[config.mk]
export PLATFORM = sky130hd
export DESIGN_NAME = mem_loader
export DESIGN_NICKNAME = d
export VERILOG_FILES = /design/src/rtl/loader_pkg.sv /design/src/rtl/loader_timeout.sv /design/src/rtl/mem_loader.sv
export SDC_FILE = /design/constraint.sdc
export NUM_CORES = 1
export LEC_CHECK = 0
export ABC_AREA = 1
export CELL_PAD_IN_SITES_DETAIL_PLACEMENT = 1
export CELL_PAD_IN_SITES_GLOBAL_PLACEMENT = 1
export CORE_ASPECT_RATIO = 0.6
export CORE_MARGIN = 2
export CORE_UTILIZATION = 39
export CTS_CLUSTER_DIAMETER = 30
export DETAILED_ROUTE_END_ITERATION = 8
export PLACE_DENSITY = 0.72
export SETUP_SLACK_MARGIN = 0.05
export SYNTH_ARGS = -nofsm -noshare
export SYNTH_HDL_FRONTEND = slang
export SYNTH_SLANG_ARGS = --single-unit
[constraint.sdc]
create_clock -name clk -period 1.7 [get_ports clk]
set_input_delay 0.255 -clock clk [delete_from_list [all_inputs] [get_ports clk]]
set_output_delay 0.255 -clock clk [all_outputs]
set_load 0.02 [all_outputs]
[src/rtl/loader_pkg.sv]
// Shared definitions for the serial memory loader: FSM states, frame sync byte
// and the default inter-byte timeout.
package loader_pkg;

  typedef enum logic [2:0] {
    ST_IDLE,
    ST_LEN0,
    ST_LEN1,
    ST_DATA,
    ST_CSUM,
    ST_RUN,
    ST_ERR
  } state_t;

  localparam logic [7:0] SYNC_BYTE       = 8'hA5;
  localparam int         DEFAULT_TIMEOUT = 1000000;

endpackage

[src/rtl/loader_timeout.sv]
// Idle-cycle watchdog: counts clocks without a received byte while enabled and
// flags expiry once the count reaches TIMEOUT.
module loader_timeout
  import loader_pkg::*;
#(
  parameter int TIMEOUT = DEFAULT_TIMEOUT
) (
  input  logic clk,
  input  logic rst_n,
  input  logic enable,
  input  logic kick,
  output logic expired
);

  localparam int CW = $clog2(TIMEOUT + 1);

  logic [CW-1:0] count;

  // Count idle clocks; any byte or leaving the frame states restarts the count,
  // and the count holds once it has reached the limit.
  always_ff @(posedge clk or negedge rst_n) begin
    if (!rst_n) begin
      count <= '0;
    end else if (!enable || kick) begin
      count <= '0;
    end else if (count != CW'(TIMEOUT)) begin
      count <= count + CW'(1);
    end
  end

  assign expired = enable && (count == CW'(TIMEOUT));

endmodule

[src/rtl/mem_loader.sv]
// Frame-based program loader: parses A5 | LEN_LO LEN_HI | 4*N data | CSUM,
// writes the words into instruction memory and releases the core when the
// checksum matches.
module mem_loader
  import loader_pkg::*;
#(
  parameter int ADDR_W  = 12,
  parameter int TIMEOUT = DEFAULT_TIMEOUT
) (
  input  logic              clk,
  input  logic              rst_n,
  input  logic [7:0]        rx_data,
  input  logic              rx_valid,
  output logic              mem_we,
  output logic [ADDR_W-1:0] mem_addr,
  output logic [31:0]       mem_wdata,
  output logic              cpu_reset_n,
  output logic              done,
  output logic              error
);

  localparam logic [31:0] MAX_WORDS = 32'd1 << ADDR_W;

  state_t            state, state_nxt;
  logic [7:0]        csum;
  logic [7:0]        len_lo;
  logic [15:0]       remaining;
  logic [1:0]        idx;
  logic [23:0]       shift;
  logic [ADDR_W-1:0] wr_addr;
  logic              sync_hit;
  logic [15:0]       len_word;
  logic              too_big;
  logic              in_frame;
  logic              expired;

  assign sync_hit = rx_valid && (rx_data == SYNC_BYTE);
  assign len_word = {rx_data, len_lo};
  assign too_big  = {16'd0, len_word} > MAX_WORDS;
  assign in_frame = (state == ST_LEN0) || (state == ST_LEN1) ||
                    (state == ST_DATA) || (state == ST_CSUM);

  loader_timeout #(
    .TIMEOUT(TIMEOUT)
  ) u_timeout (
    .clk    (clk),
    .rst_n  (rst_n),
    .enable (in_frame),
    .kick   (rx_valid),
    .expired(expired)
  );

  // State register.
  always_ff @(posedge clk or negedge rst_n) begin
    if (!rst_n) begin
      state <= ST_IDLE;
    end else begin
      state <= state_nxt;
    end
  end

  // Next-state logic: a byte advances the frame, silence past the limit aborts it.
  always_comb begin
    state_nxt = state;
    case (state)
      ST_IDLE: begin
        if (sync_hit) state_nxt = ST_LEN0;
      end
      ST_LEN0: begin
        if (rx_valid)     state_nxt = ST_LEN1;
        else if (expired) state_nxt = ST_ERR;
      end
      ST_LEN1: begin
        if (rx_valid) begin
          if (len_word == 16'd0) state_nxt = ST_CSUM;
          else if (too_big)      state_nxt = ST_ERR;
          else                   state_nxt = ST_DATA;
        end else if (expired) begin
          state_nxt = ST_ERR;
        end
      end
      ST_DATA: begin
        if (rx_valid) begin
          if (idx == 2'd3 && remaining == 16'd1) state_nxt = ST_CSUM;
        end else if (expired) begin
          state_nxt = ST_ERR;
        end
      end
      ST_CSUM: begin
        if (rx_valid)     state_nxt = (rx_data == csum) ? ST_RUN : ST_ERR;
        else if (expired) state_nxt = ST_ERR;
      end
      ST_RUN, ST_ERR: begin
        if (sync_hit) state_nxt = ST_LEN0;
      end
      default: state_nxt = ST_IDLE;
    endcase
  end

  // Datapath: checksum, length, byte assembly and the registered write strobe.
  always_ff @(posedge clk or negedge rst_n) begin
    if (!rst_n) begin
      csum      <= '0;
      len_lo    <= '0;
      remaining <= '0;
      idx       <= '0;
      shift     <= '0;
      wr_addr   <= '0;
      mem_we    <= 1'b0;
      mem_addr  <= '0;
      mem_wdata <= '0;
    end else begin
      mem_we <= 1'b0;
      case (state)
        ST_IDLE, ST_RUN, ST_ERR: begin
          if (sync_hit) begin
            csum      <= '0;
            idx       <= '0;
            wr_addr   <= '0;
            remaining <= '0;
          end
        end
        ST_LEN0: begin
          if (rx_valid) begin
            len_lo <= rx_data;
            csum   <= csum + rx_data;
          end
        end
        ST_LEN1: begin
          if (rx_valid) begin
            remaining <= len_word;
            csum      <= csum + rx_data;
          end
        end
        ST_DATA: begin
          if (rx_valid) begin
            csum <= csum + rx_data;
            idx  <= idx + 2'd1;
            case (idx)
              2'd0: shift[7:0]   <= rx_data;
              2'd1: shift[15:8]  <= rx_data;
              2'd2: shift[23:16] <= rx_data;
              default: begin
                mem_we    <= 1'b1;
                mem_addr  <= wr_addr;
                mem_wdata <= {rx_data, shift};
                wr_addr   <= wr_addr + ADDR_W'(1);
                remaining <= remaining - 16'd1;
              end
            endcase
          end
        end
        default: ;
      endcase
    end
  end

  // A sync byte arriving in RUN or ERR drops the status outputs in the same cycle.
  assign cpu_reset_n = (state == ST_RUN) && !sync_hit;
  assign done        = (state == ST_RUN) && !sync_hit;
  assign error       = (state == ST_ERR) && !sync_hit;

endmodule

# Word-level counts from Yosys, hierarchy flattened
# Index checks and enable logic that the tools add are counted.
# classes
add_sub_neg	5
reduce_logical	31
mux	31
magnitude_cmp	1
n_bitwise	1
eq_ne	20
# op_table
cell	n
16-bit two-way mux	4
16-bit one-hot mux with 3 select lines	1
20-bit two-way mux	2
12-bit two-way mux	3
3-bit two-way mux	9
12-bit one-hot mux with 2 select lines	1
20-bit by 1-bit adder with 20-bit output, second input constant	1
20-bit equality test, second input constant	1
20-bit != test, second input constant	1
3-bit AND reduction	6
16-bit by 1-bit equality test with 1-bit output, second input constant	1
16-bit by 13-bit greater-than comparator with 1-bit output, second input constant	1
16-bit zero test	1
8-bit two-way mux	2
8-bit one-hot mux with 2 select lines	1
16-bit by 1-bit subtractor with 16-bit output, second input constant	1
3-bit one-hot mux with 5 select lines	1
12-bit by 1-bit adder with 12-bit output, second input constant	1
3-bit equality test, second input constant	3
3-bit OR reduction	3
8-bit adder	1
8-bit equality test	1
8-bit equality test, second input constant	1
3-bit by 2-bit equality test with 1-bit output, second input constant	2
other kinds (21)	40
# totals
output_inout_bits	48
inputBits	11
reg_bits	138
elab_cells	102

# Logic depth before layout (Yosys ltp)
# logic_depth
depth_word	8
depth_mapped	13
ltp_nobuf	13

# Cells and area by module
# A second synthesis with hierarchy kept.
# hier_totals
cells_unflattened	948
area_unflattened_um2	7214.4
# modules_own_cells
mod	area_per_inst_um2	cells_each	instances	seq_area_each_um2
mem_loader	5913.2	761	1	2952.8
loader_timeout	1301.2	187	1	500.5

# Worst setup path after synthesis
# Ideal clock, no wire load.
# synth_path
path_type	reg-to-reg
from	reg csum[0]
to	reg csum[6]
slack_ps	50
setup_ps	126
arrival_time_ps	1523
path_stages_with_launch	11
required_time_ps	1574
path_buffers	0
period_less_slack_ps	1650
path_cell_list	dfrtp_1 > ha_1 > fa_1 > nand3_1 > nand3_1 > nand2_1 > nand2_1 > a21oi_1 > nand2_1 > nand2_1 > o21ai_0
# synth_between
elab_chain_len	3
# synth_rtl
item	line_no	text
from (decl)	mem_loader.sv:25	logic [7:0] csum;
from (signal assigned)	mem_loader.sv:126	csum <= csum + rx_data;
from (signal assigned)	mem_loader.sv:132	csum <= csum + rx_data;
from (signal assigned)	mem_loader.sv:137	csum <= csum + rx_data;
8-bit adder	mem_loader.sv:126, mem_loader.sv:132, mem_loader.sv:137	
8-bit two-way mux	mem_loader.sv:124, mem_loader.sv:130, mem_loader.sv:136	
8-bit one-hot mux with 2 select lines	mem_loader.sv:114	case (state)
# No other way between the ends. The select of a mux whose other input is x is not followed.
# A chain may end at the register's enable or synchronous reset.

# Final worst setup path
# layout_path
from	reg csum[1]
to	reg csum[6]
# The elaborated chain is that of the path after synthesis.

==> impl_metrics.tcl <==
set metrics [dict create \
    h-tree-depth 4 \
    hold_path.class "primary input to asynchronous set/reset pin" \
    postSynthCellCount 870 \
    dp_hpwl_um 15600 \
    gp_congestion 0.854 \
    io_buffers 58 \
    critPathMaxFanout 3 \
    grt_pass1_vias 7058 \
    antenna_found_initial 0 \
    fmax_mhz 547 \
    n_antenna_cell 0 \
    final.period_utilization 1.07 \
    netlist.area_leader.share 0.504 \
    drc 0 \
    critPathKind "flip-flop to flip-flop" \
    grtUsageTotal 0.261 \
    start_kind "flip-flop" \
    crit_arrival_ns 2.14 \
    synth_nets 898 \
    ant_nets 0 \
    hold_viol_final 0 \
    slew_viol_final 0 \
    cap_violations 0 \
    synth.avg_cell_area_um2 7.87 \
    fin_area_um2 10500 \
    fin_ws_ns -0.127 \
    grt-ovfl-total 0 \
    relSlewSlack 0.696 \
    synthTopCellsByArea "dfrtp_1, nand2_1, o21ai_0, nor2_1, inv_1" \
    yosysUniqueCellTypes 36 \
    die_w_um 175 \
    layout.nets 1107 \
    area_growth_pct 52.7 \
    core_area_um2 17200 \
    cts_buffers 17 \
    placed_area_um2 8400 \
    max-clock-path-buffers 2 \
    clkTransAtPathRegs_ns 0.07 \
    status "finished, violations left" \
    clkSinkCount 138 \
    viasPerCell 5.29 \
    dr.first_iter.drc_count 557 \
    cellPowerDensity_nw_per_um2 1900 \
    worst_hold_slack_ns 0.313 \
    yosys_warnings 0 \
    fillerInstances 1973 \
    rows 37 \
    wl_per_cell_um 20.7 \
    clk_latency_ns 0.44 \
    violations "negative setup slack" \
    start_util 0.399 \
    crit_path_end_kind "flip-flop" \
    dieArea_um2 18700 \
    wirelength_um 27400 \
    p_leak_nw 5.24 \
    drt_first_pass_iters 5 \
    worst_pin_slew_ns 0.455 \
    cts_tree "yes" \
    vias 7014 \
    final_cell_mix "nand2_1, dfrtp_1, buf_4, nor2_1, inv_1" \
    mostFrequentLayoutCell "nand2_1" \
    ys_ff_latch 138 \
    finClkSkew_ns 0.0118 \
    root_buffer "clkbuf_16" \
    setup_viol 44 \
    drive_above_1_share 0.335 \
    seq_area_frac_synth 0.504 \
    vdd_drop_max_v 0.000911 \
    grt_max_degree 44 \
    netlist_area_um2 6850 \
    fin_tns_setup_ns -1.34 \
    pin_count 59 \
    yosysTopAreaCell "dfrtp_1" \
    layout_min_cycle_time_ns 1.83 \
    rsz0062_at_grt "true" \
    chipHeight_um 107 \
    grt_pass1_wl_um 37700 \
    required_ns 2.02 \
]
[cell usage after synthesis]
cell type and count:
o21bai_1 1, ha_1 16, nor2_1 83, o22ai_1 3
o21ai_0 90, nand3_1 39, o21ai_1 13, buf_2 12
clkbuf_1 5, o31ai_1 2, nand2_2 2, nand4_1 10
nand2_4 3, nand3b_1 1, buf_4 6, fa_1 1
nor2_8 1, xnor2_1 5, buf_6 1, inv_1 73
o21a_1 1, nor3b_1 1, a211oi_1 1, a21oi_2 1
nor3_1 16, a31oi_1 1, nand3_2 2, inv_2 6
a22o_1 2, nor2_4 2, nor2_2 1, nand2_1 299
o211ai_1 1, dfrtp_1 138, a21oi_1 23, xor2_1 8
[flip-flops by register name, summed over array words and instances, names as in the netlist, 3 cells and up]
register         flops
u_timeout.count     20
csum                 8
remaining           16
wr_addr             12
state                3
shift               24
len_lo               8
mem_wdata           32
mem_addr            12
[worst paths after layout]
path | startpoint | to | slack, ns | depth (start not counted)
min | rst_n | csum[5] | 0.31 | 2
min in group clk | rx_data[0] | mem_wdata[24] | 0.45 | 4
max in group asynchronous | rst_n | mem_addr[10] | 0.78 | 3
max | csum[1] | csum[6] | -0.13 | 10
min reg2reg | mem_wdata[10] | mem_wdata[10] | 0.48 | 2
max reg2reg | csum[1] | csum[6] | -0.13 | 10
[worst max-delay path, cell delays in order, from the launching register on]
cell     delay [ns]
dfrtp_1        0.44
buf_6          0.15
fa_2           0.41
nand3_2        0.09
nand3_2        0.09
nand2_2        0.09
nand2_2        0.06
a21oi_2        0.14
nand2_1        0.06
nand2_1        0.09
o21ai_1        0.08
[logic make-up (layout without fill, tap and decap cells)]
group / after synthesis / count (layout) / share of synthesized area
buf+inv: 103 / 323 / 0.0630
fa+ha+maj: 17 / 17 / 0.0322
compound gates: 139 / 139 / 0.106
xor+xnor: 13 / 13 / 0.0166
flops: 138 / 138 / 0.504
simple gates: 460 / 461 / 0.278
[through the flow]
stage / worst slack (ns) / total power (W) / std cells / util
floorplan: 0.0505 / 0.00900 / 870 / -
global placement: -0.541 / 0.0121 / 1233 / 0.489
detailed placement: -0.590 / 0.0124 / 1233 / 0.489
CTS: -0.0109 / 0.0173 / 1287 / 0.546
global route: -0.248 / 0.0208 / 1325 / 0.609
finish: -0.127 / 0.0199 / 1325 / 0.609
[area by class of cell]
class | count | area (µm²) | share of cell area
well taps | 234 | 293 | 0.0280
multi-input cells | 630 | 3680 | 0.352
clock buffers | 21 | 470 | 0.0450
inverters | 79 | 327 | 0.0312
flip-flops and latches | 138 | 3460 | 0.331
repair buffers | 211 | 2030 | 0.194
repair inverters | 2 | 27.5 | 0.00263
clock inverters | 10 | 166 | 0.0159
[routing by layer]
| layer | vias to the layer above | track usage | share of wire | routed length [µm] |
|---|---|---|---|---|
| met5 | - | 0 | 0 | 0 |
| met4 | 0 | 0.0577 | 0.018 | 488 |
| met3 | 38 | 0.0550 | 0.044 | 1210 |
| met2 | 192 | 0.403 | 0.47 | 12700 |
| met1 | 3560 | 0.377 | 0.47 | 12900 |
| li1 | 3224 | - | - | - |
[where the power goes]
| part | internal (W) | leakage (nW) | switching [W] |
|---|---|---|---|
| Sequential | 0.00427 | 1.84 | 0.000874 |
| Combinational | 0.00454 | 3.10 | 0.00609 |
| Clock | 0.00257 | 0.305 | 0.00155 |
[repair_timing]
| item | CTS | global route |
|---|---|---|
| pin swaps | 19 | 63 |
| setup endpoints to repair | 114 | 113 |
| hold endpoints to repair | 39 | 0 |
| resized for setup | 134 | 241 |
| hold buffers | 1 | 0 |
| buffers inserted | 21 | 33 |
| cloned | 2 | 12 |
(Power assumes the default switching activity.)
